`src/rtl/corelet_ctrl.sv`:
```
`timescale 1ns/1ps
`default_nettype none
// ============================================================================
// Module  : corelet_ctrl
// Brief   : Sequencer for one weight-load / activation-execute / drain pass
//           of a corelet.
//           Optional macro CORELET_CTRL_RELU_EN drives inst[34] from the relu
//           value captured at start.
// Revision: 1.0 - initial release
// ============================================================================
module corelet_ctrl #(
    parameter int row     = 8,
    parameter int col     = 8,
    parameter int addr_bw = 11,
    parameter int len_bw  = 8
) (
    input  logic               clk,
    input  logic               reset,
    input  logic               start,
    input  logic [len_bw-1:0]  len,
    input  logic [addr_bw-1:0] w_base,
    input  logic [addr_bw-1:0] x_base,
    input  logic               relu,
    input  logic               ofifo_o_valid,
    output logic [34:0]        inst,
    output logic               mem_rd,
    output logic [addr_bw-1:0] mem_addr,
    output logic               busy,
    output logic               done
);

    typedef enum logic [2:0] {
        S_IDLE, S_W_FETCH, S_W_LOAD, S_W_FLUSH, S_X_FETCH, S_EXEC, S_DRAIN, S_DONE
    } state_t;

    localparam int c_flush = row + col;
    localparam int c_cw    = (len_bw + 1 > $clog2(c_flush + 2)) ? len_bw + 1 : $clog2(c_flush + 2);
    localparam logic [c_cw-1:0] c_one      = c_cw'(1);
    localparam logic [c_cw-1:0] c_col      = c_cw'(col);
    localparam logic [c_cw-1:0] c_col_m1   = c_cw'(col - 1);
    localparam logic [c_cw-1:0] c_flush_m1 = c_cw'(c_flush - 1);

    state_t              r_state, w_nxt_state;
    logic [c_cw-1:0]     r_cnt, w_nxt_cnt, w_drain_cnt, w_len_ext;
    logic [len_bw-1:0]   r_len;
    logic [addr_bw-1:0]  r_w_base, r_x_base, w_w_base_sel, w_addr_nxt;
    logic                r_load, r_exec, r_l0_wr, r_l0_rd, r_relu;
    logic                w_rd_nxt, w_ofifo_rd;

    assign w_len_ext   = {{(c_cw - len_bw){1'b0}}, r_len};
    assign w_drain_cnt = r_cnt + {{(c_cw - 1){1'b0}}, ofifo_o_valid};

    // In DRAIN the counter counts accepted OFIFO words rather than cycles.
    always_comb begin
        w_nxt_state = r_state;
        w_nxt_cnt   = r_cnt + c_one;
        case (r_state)
            S_IDLE: begin
                w_nxt_cnt = '0;
                if (start) w_nxt_state = S_W_FETCH;
            end
            S_W_FETCH: if (r_cnt == c_col) begin
                w_nxt_state = S_W_LOAD;
                w_nxt_cnt   = '0;
            end
            S_W_LOAD: if (r_cnt == c_col_m1) begin
                w_nxt_state = S_W_FLUSH;
                w_nxt_cnt   = '0;
            end
            S_W_FLUSH: if (r_cnt == c_flush_m1) begin
                w_nxt_state = (r_len == '0) ? S_DRAIN : S_X_FETCH;
                w_nxt_cnt   = '0;
            end
            S_X_FETCH: if (r_cnt == w_len_ext) begin
                w_nxt_state = S_EXEC;
                w_nxt_cnt   = '0;
            end
            S_EXEC: if (r_cnt == w_len_ext - c_one) begin
                w_nxt_state = S_DRAIN;
                w_nxt_cnt   = '0;
            end
            S_DRAIN: begin
                w_nxt_cnt = w_drain_cnt;
                if (w_drain_cnt >= w_len_ext) begin
                    w_nxt_state = S_DONE;
                    w_nxt_cnt   = '0;
                end
            end
            default: begin
                w_nxt_state = S_IDLE;
                w_nxt_cnt   = '0;
            end
        endcase
    end

    // Outputs are registered from the upcoming state so they line up with it.
    assign w_w_base_sel = (r_state == S_IDLE) ? w_base : r_w_base;
    assign w_rd_nxt     = ((w_nxt_state == S_W_FETCH) && (w_nxt_cnt < c_col)) ||
                          ((w_nxt_state == S_X_FETCH) && (w_nxt_cnt < w_len_ext));
    assign w_addr_nxt   = ((w_nxt_state == S_W_FETCH) ? w_w_base_sel : r_x_base) +
                          addr_bw'(w_nxt_cnt);

    always_ff @(posedge clk) begin
        if (reset) begin
            r_state  <= S_IDLE;
            r_cnt    <= '0;
            r_len    <= '0;
            r_w_base <= '0;
            r_x_base <= '0;
            r_load   <= 1'b0;
            r_exec   <= 1'b0;
            r_l0_wr  <= 1'b0;
            r_l0_rd  <= 1'b0;
            r_relu   <= 1'b0;
            mem_rd   <= 1'b0;
            mem_addr <= '0;
            busy     <= 1'b0;
            done     <= 1'b0;
        end else begin
            r_state <= w_nxt_state;
            r_cnt   <= w_nxt_cnt;
            if (r_state == S_IDLE && start) begin
                r_len    <= len;
                r_w_base <= w_base;
                r_x_base <= x_base;
            end
            r_load  <= (w_nxt_state == S_W_LOAD);
            r_exec  <= (w_nxt_state == S_EXEC);
            r_l0_rd <= (w_nxt_state == S_W_LOAD) || (w_nxt_state == S_EXEC);
            r_l0_wr <= ((w_nxt_state == S_W_FETCH) || (w_nxt_state == S_X_FETCH)) &&
                       (w_nxt_cnt != '0);
            mem_rd  <= w_rd_nxt;
            if (w_rd_nxt) mem_addr <= w_addr_nxt;
            busy    <= (w_nxt_state != S_IDLE);
            done    <= (w_nxt_state == S_DONE);
`ifdef CORELET_CTRL_RELU_EN
            r_relu  <= (w_nxt_state != S_IDLE) && ((r_state == S_IDLE) ? relu : r_relu);
`else
            r_relu  <= 1'b0;
`endif
        end
    end

`ifndef CORELET_CTRL_RELU_EN
    logic w_unused_relu;
    assign w_unused_relu = relu;
`endif

    // OFIFO read strobe passes straight through so a word is popped the cycle it appears.
    assign w_ofifo_rd = (r_state == S_DRAIN) && ofifo_o_valid;
    assign inst = {r_relu, w_ofifo_rd, 26'b0, w_ofifo_rd, 2'b00, r_l0_rd, r_l0_wr, r_exec, r_load};

endmodule
`default_nettype wire

```
`config.mk`:
```
export PLATFORM = sky130hd
export DESIGN_NAME = corelet_ctrl
export DESIGN_NICKNAME = d
export VERILOG_FILES = /design/src/rtl/corelet_ctrl.sv
export SDC_FILE = /design/constraint.sdc
export NUM_CORES = 1
export LEC_CHECK = 0
export BUFFER_PORTS_ARGS = -buffer_cell sky130_fd_sc_hd__clkbuf_2
export CAP_MARGIN = 10
export CORE_ASPECT_RATIO = 1.75
export CORE_MARGIN = 4
export CORE_UTILIZATION = 37
export CTS_BUF_LIST = sky130_fd_sc_hd__clkbuf_4
export DETAILED_ROUTE_END_ITERATION = 8
export PLACE_DENSITY_LB_ADDON = 0.3
export SYNTH_ARGS = -nofsm -noshare
export SYNTH_HDL_FRONTEND = slang
export SYNTH_SLANG_ARGS = --single-unit
```
`constraint.sdc`:
```
create_clock -name clk -period 7 [get_ports clk]
set_input_delay 1.4 -clock clk [delete_from_list [all_inputs] [get_ports clk]]
set_output_delay 1.4 -clock clk [all_outputs]
set_load 0.01 [all_outputs]
```
Word level (Yosys, flattened, before mapping)
Cells that the tools add are included.
{"block": "classes", "order_cmp": 3, "n_addsub": 4, "n_mux": 18, "n_eq_ne": 16, "reduce_logical": 12}
{"operator": "two-way mux 9 bit", "count": 6}
{"operator": "case mux 9 bit (6 select lines)", "count": 1}
{"operator": "two-way mux 11 bit", "count": 2}
{"operator": "two-way mux 3 bit", "count": 7}
{"operator": "case mux 3 bit (7 select lines)", "count": 1}
{"operator": "== test 3 bit (second input constant)", "count": 6}
{"operator": "== test 9 x 4 -> 1 bit (second input constant)", "count": 2}
{"operator": "adder 11 x 9 -> 11 bit", "count": 1}
{"operator": "adder 9 x 1 -> 9 bit", "count": 1}
{"operator": "adder 9 x 1 -> 9 bit (second input constant)", "count": 1}
{"operator": "== test 3 x 2 -> 1 bit (second input constant)", "count": 3}
{"operator": "== test 9 x 3 -> 1 bit (second input constant)", "count": 1}
{"operator": "== test 9 x 8 -> 1 bit", "count": 1}
{"operator": "== test 9 bit", "count": 1}
{"operator": ">= comparator 9 x 8 -> 1 bit", "count": 1}
{"operator": "less-than comparator 9 x 4 -> 1 bit (second input constant)", "count": 1}
{"operator": "less-than comparator 9 x 8 -> 1 bit", "count": 1}
{"operator": "nonzero test 9 bit", "count": 1}
{"operator": "subtractor 8 x 1 -> 9 bit (second input constant)", "count": 1}
{"operator": "zero test 8 bit", "count": 1}
{"operator": "== test 3 x 1 -> 1 bit (second input constant)", "count": 2}
{"operator": "logical AND 1 bit", "count": 5}
{"operator": "zero test 3 bit", "count": 1}
{"operator": "logical OR 1 bit", "count": 3}
{"operator": "other kinds (2)", "count": 2}
{"block": "totals", "elab_cells": 66, "in_bits": 35, "reg_bits": 60}

Logic depth before layout (Yosys ltp)
{"block": "logic_depth", "ltp_word": 7, "ltp_mapped": 26, "depth_no_buf": 25}

Least setup slack after synthesis
No wires, ideal clock.
{"block": "synth_path", "path_type": "in2reg", "startpoint": "input port ofifo_o_valid", "endpoint": "register mem_addr[10]", "arrival_time_ps": 6228, "setup_slack_ps": 641, "setup_ps": 131, "path_stages": 25, "cell_sequence": "ha_1 > ha_1 > nand3_1 > xnor2_1 > inv_1 > ha_1 > a211oi_1 > nand2_1 > a31oi_1 > o211ai_1 > a221o_2 > o211ai_4 > clkbuf_1 > o21ai_0 > ha_1 > fa_1 > a21o_1 > a21o_1 > a2111oi_0 > o31ai_1 > nand2_1 > xor2_1 > mux2i_1 > o211ai_2 > a21oi_2"}
{"block": "synth_via", "elab_chain_len": 7}
{"item": "start, declared", "line_no": "24", "rtl": "input logic ofifo_o_valid,"}
{"item": "adder 9 x 1 -> 9 bit (*)", "line_no": "51", "rtl": "assign w_drain_cnt = r_cnt + {{(c_cw - 1){1'b0}}, ofifo_o_valid};"}
{"item": ">= comparator 9 x 8 -> 1 bit", "line_no": "84", "rtl": "if (w_drain_cnt >= w_len_ext) begin"}
{"item": "two-way mux 3 bit / two-way mux 9 bit (equally long branches)", "line_no": "84"}
{"item": "case mux 3 bit (7 select lines) / case mux 9 bit (6 select lines) (equally long branches)", "line_no": "57", "rtl": "case (r_state)"}
{"item": "== test 3 x 1 -> 1 bit, or another cell as far along", "line_no": "98, 100"}
{"item": "two-way mux 11 bit, or another cell as far along", "line_no": "100", "rtl": "assign w_addr_nxt = ((w_nxt_state == S_W_FETCH) ? w_w_base_sel : r_x_base) +"}
{"item": "adder 11 x 9 -> 11 bit / logical OR 1 bit (equally long branches)", "line_no": "100, 98"}
{"item": "end signal, assigned", "line_no": "133", "rtl": "if (w_rd_nxt) mem_addr <= w_addr_nxt;"}
{"item": "end, declared", "line_no": "27", "rtl": "output logic [addr_bw-1:0] mem_addr,"}
Mark *: on every way between the ends. The rest lies on a longest branch, timed or not.
A chain may end at the register's enable or synchronous reset.

Worst setup path after layout
Ends and elaborated chain as after synthesis.

==> results.yml <==
global_route:
  grt_start_max_net_pins: 58
  grt_pass1_wl_mm: 18.8
  grt_pass1_vias: 3819
  antenna_found_initial: 1
  grt_usage_pct: 17.1
  grt.overflow.total: 0
critical_path:
  worst_setup_path_end_kind: "flip-flop"
  cp.required_ns: 7.29
  criticalPathCategory: "input port to flip-flop"
  reg2reg_depth: 25
  r2r_setup_slack_ns: 1.05
  cp-start-kind: "input port"
  crit_arrival_ns: 6.77
  r2r_end: "mem_addr[10]$_SDFFE_PP0P_"
  cp_max_fo: 5
  r2r-start: "r_cnt[0]$_SDFF_PP0_"
synth:
  synth_ff_type: "dfxtp_1"
  syn_inst: 552
  ys_seq_elements: 60
  seq_area_frac_synth_pct: 27.0
  syn-cell-area_um2: 4440
  synthDistinctLibCells: 75
  yosysTopAreaCellShare_pct: 27.0
  synth_edf_count: 0
  ys_async_sr_fraction_pct: 0
  synthTopCellsByArea: "dfxtp_1 27%, ha_1 8.2%, nand2_1 7.6%"
  yosysTopAreaCell: "dfxtp_1"
  avgSynthCellArea_um2: 8.04
  ys_warn_count: 0
timing:
  tns_ns: 0
  slew_violations: 0
  relSlewSlack_pct: 26.2
  period_minus_slack_ns: 6.48
  rsz0062_at_grt: "no"
  fin_skew_ns: 0.0137
  worst_slack_ns: 0.516
  hold_viol: 0
  period_share_pct: 92.6
  setup_viol: 0
  worst_slew_pin_slew_ns: 1.08
  fmax_mhz: 154
die:
  die-area_um2: 13900
  top_level_ports: 84
  core_area_um2: 11600
  die_h_um: 153
  core.rowCount: 52
  initial_core_util_pct: 38.1
  die_width_um: 90.8
power:
  power_density_nw_per_um2: 177
  leakagePower_nw: 2.19
  ir_worst_vdd_v: 0.000116
routing:
  drt_iter0_drc: 142
  ant_nets: 0
  drc: 0
  first_pass_iters: 5
  wl_mm: 11.8
  dr_total_vias: 3866
  drt-wirelength-per-cell_um: 16.3
  vias_per_cell: 5.33
final_layout:
  drive_above_1_share_pct: 17.3
  final_common_cell: "nand2_1"
  layout_common_cells: "90 x nand2_1, 60 x dfxtp_1, 53 x clkbuf_2"
  seq_area_um2: 1200
  post-route-util_pct: 40.5
  n_fill_cell: 1176
  multi_input_area_um2: 2800
  fin_nets: 650
  area_delta_synth_final_pct: 6.23
cts:
  cts_buffer_depth: 2
  htree_levels: 3
  cts_root_buf: "clkbuf_4"
  clock_latency_ns: 0.41
  cts_hold_buf: 0
  cts_tree: "done"
  ctsResizeCount: 0
  post_cts_buffers: 0
  path_clk_slew_ns: 0.10
  numCtsBuffers: 9
  cts_sinks: 60
place:
  dpl.hpwl_mm: 9.66
  gp_congestion: 0.848
  io_buffers: 53
  post-place-ws_ns: 0.125
min_path:
  min_path_cells: 2
  min_to: "r_w_base[4]$_SDFFE_PP0P_"
  holdCritPathClass: "flip-flop to flip-flop"
  hp-start: "r_w_base[4]$_SDFFE_PP0P_"
status:
  status: "finished clean"
job:
  drv_cap: 0
==> synthesized netlist by cell type, drive strengths merged, types with 4 or more instances <==
cell type / number
a211oi: 5
a21o: 7
a21oi: 47
and3: 6
buf: 40
clkbuf: 28
dfxtp: 60
ha: 29
inv: 22
mux2i: 20
nand2: 90
nand3: 5
nand4: 5
nor2: 34
nor2b: 10
nor3: 8
nor4: 6
o211ai: 5
o21a: 6
o21ai: 19
o22ai: 4
or3: 7
or4: 4
xnor2: 19
xor2: 16
==> sequential cells by signal (all words and copies together) (netlist names), 3 cells and up <==
| name | count |
|---|---|
| r_len | 8 |
| r_cnt | 9 |
| r_state | 3 |
| mem_addr | 11 |
| r_x_base | 11 |
| r_w_base | 11 |
==> area by class of cell <==
class	count	area share, %
diodes	1	0.0531
clock inverters	5	1.14
flip-flops and latches	60	25.5
well taps	135	3.58
repair buffers	62	7.06
inverters	22	1.75
multi-input cells	430	59.4
clock buffers	10	1.59
==> metal layers <==
| layer | vias to the layer above | share of wire [%] | wire length, µm | track usage [%] |
|---|---|---|---|---|
| met5 | - | 0 | 0 | 0 |
| met4 | 0 | 6.3 | 743 | 12.2 |
| met3 | 39 | 3.2 | 384 | 2.71 |
| met2 | 102 | 56 | 6640 | 33.4 |
| met1 | 1806 | 34 | 4060 | 15.5 |
| li1 | 1919 | - | - | - |
==> report_power, final <==
| group | leakage, nW | total [mW] | internal, mW | switching (mW) |
|---|---|---|---|---|
| sequential | 0.491 | 0.384 | 0.364 | 0.0200 |
| clock | 0.0659 | 0.237 | 0.109 | 0.128 |
| combinational | 1.64 | 0.213 | 0.0880 | 0.125 |
| total | 2.19 | 0.833 | 0.561 | 0.273 |
==> how the worst max path moves through the flow <==
stage | startpoint | end | slack (ns) | cells after the start
2_1_floorplan | ofifo_o_valid | mem_addr[10]$_SDFFE_PP0P_ | 0.64 | 25
3_3_place_gp | ofifo_o_valid | mem_addr[10]$_SDFFE_PP0P_ | 0.14 | 26
3_5_place_dp | ofifo_o_valid | mem_addr[10]$_SDFFE_PP0P_ | 0.13 | 26
4_1_cts | ofifo_o_valid | mem_addr[10]$_SDFFE_PP0P_ | 0.56 | 26
5_1_grt | ofifo_o_valid | mem_addr[10]$_SDFFE_PP0P_ | 0.03 | 26
6_report | ofifo_o_valid | mem_addr[10]$_SDFFE_PP0P_ | 0.52 | 26
==> critical path: stages <==
cell       delay, ns
clkbuf_2        0.10
ha_1            0.17
ha_1            0.18
nand3_1         0.21
xnor2_1         0.34
inv_1           0.08
ha_1            0.29
a211oi_1        0.24
nand2_1         0.07
a31oi_1         0.24
o211ai_1        0.18
a221o_2         0.45
o211ai_4        0.25
o21ai_0         0.22
ha_1            0.26
fa_1            0.40
a21o_1          0.18
a21o_1          0.19
a2111oi_0       0.41
buf_4           0.18
o31ai_1         0.11
nand2_1         0.11
xor2_1          0.16
mux2i_1         0.11
o211ai_2        0.16
a21oi_2         0.07
==> through the flow <==
step           instances  cell area, µm²  power, mW  hold slack (ns)
2_1_floorplan        580            4550      0.557            0.436
3_3_place_gp         709            4590      0.602            0.441
3_5_place_dp         709            4590      0.607            0.446
4_1_cts              724            4710      0.847            0.462
5_1_grt              725            4720      0.885            0.484
6_report             725            4720      0.833            0.460
==> cell families (layout without fill, tap and decap cells) <==
group	Yosys count	count (layout)	synth area share, %
compound gates	119	119	18.2
xor+xnor	35	35	6.90
fa+ha+maj	30	30	8.62
buf+inv	90	99	12.4
flops	60	60	27.0
mux	22	22	5.02
other cells	1	30	0.0844
simple gates	195	195	21.8
No activity file was read; power rests on OpenSTA's default activity.
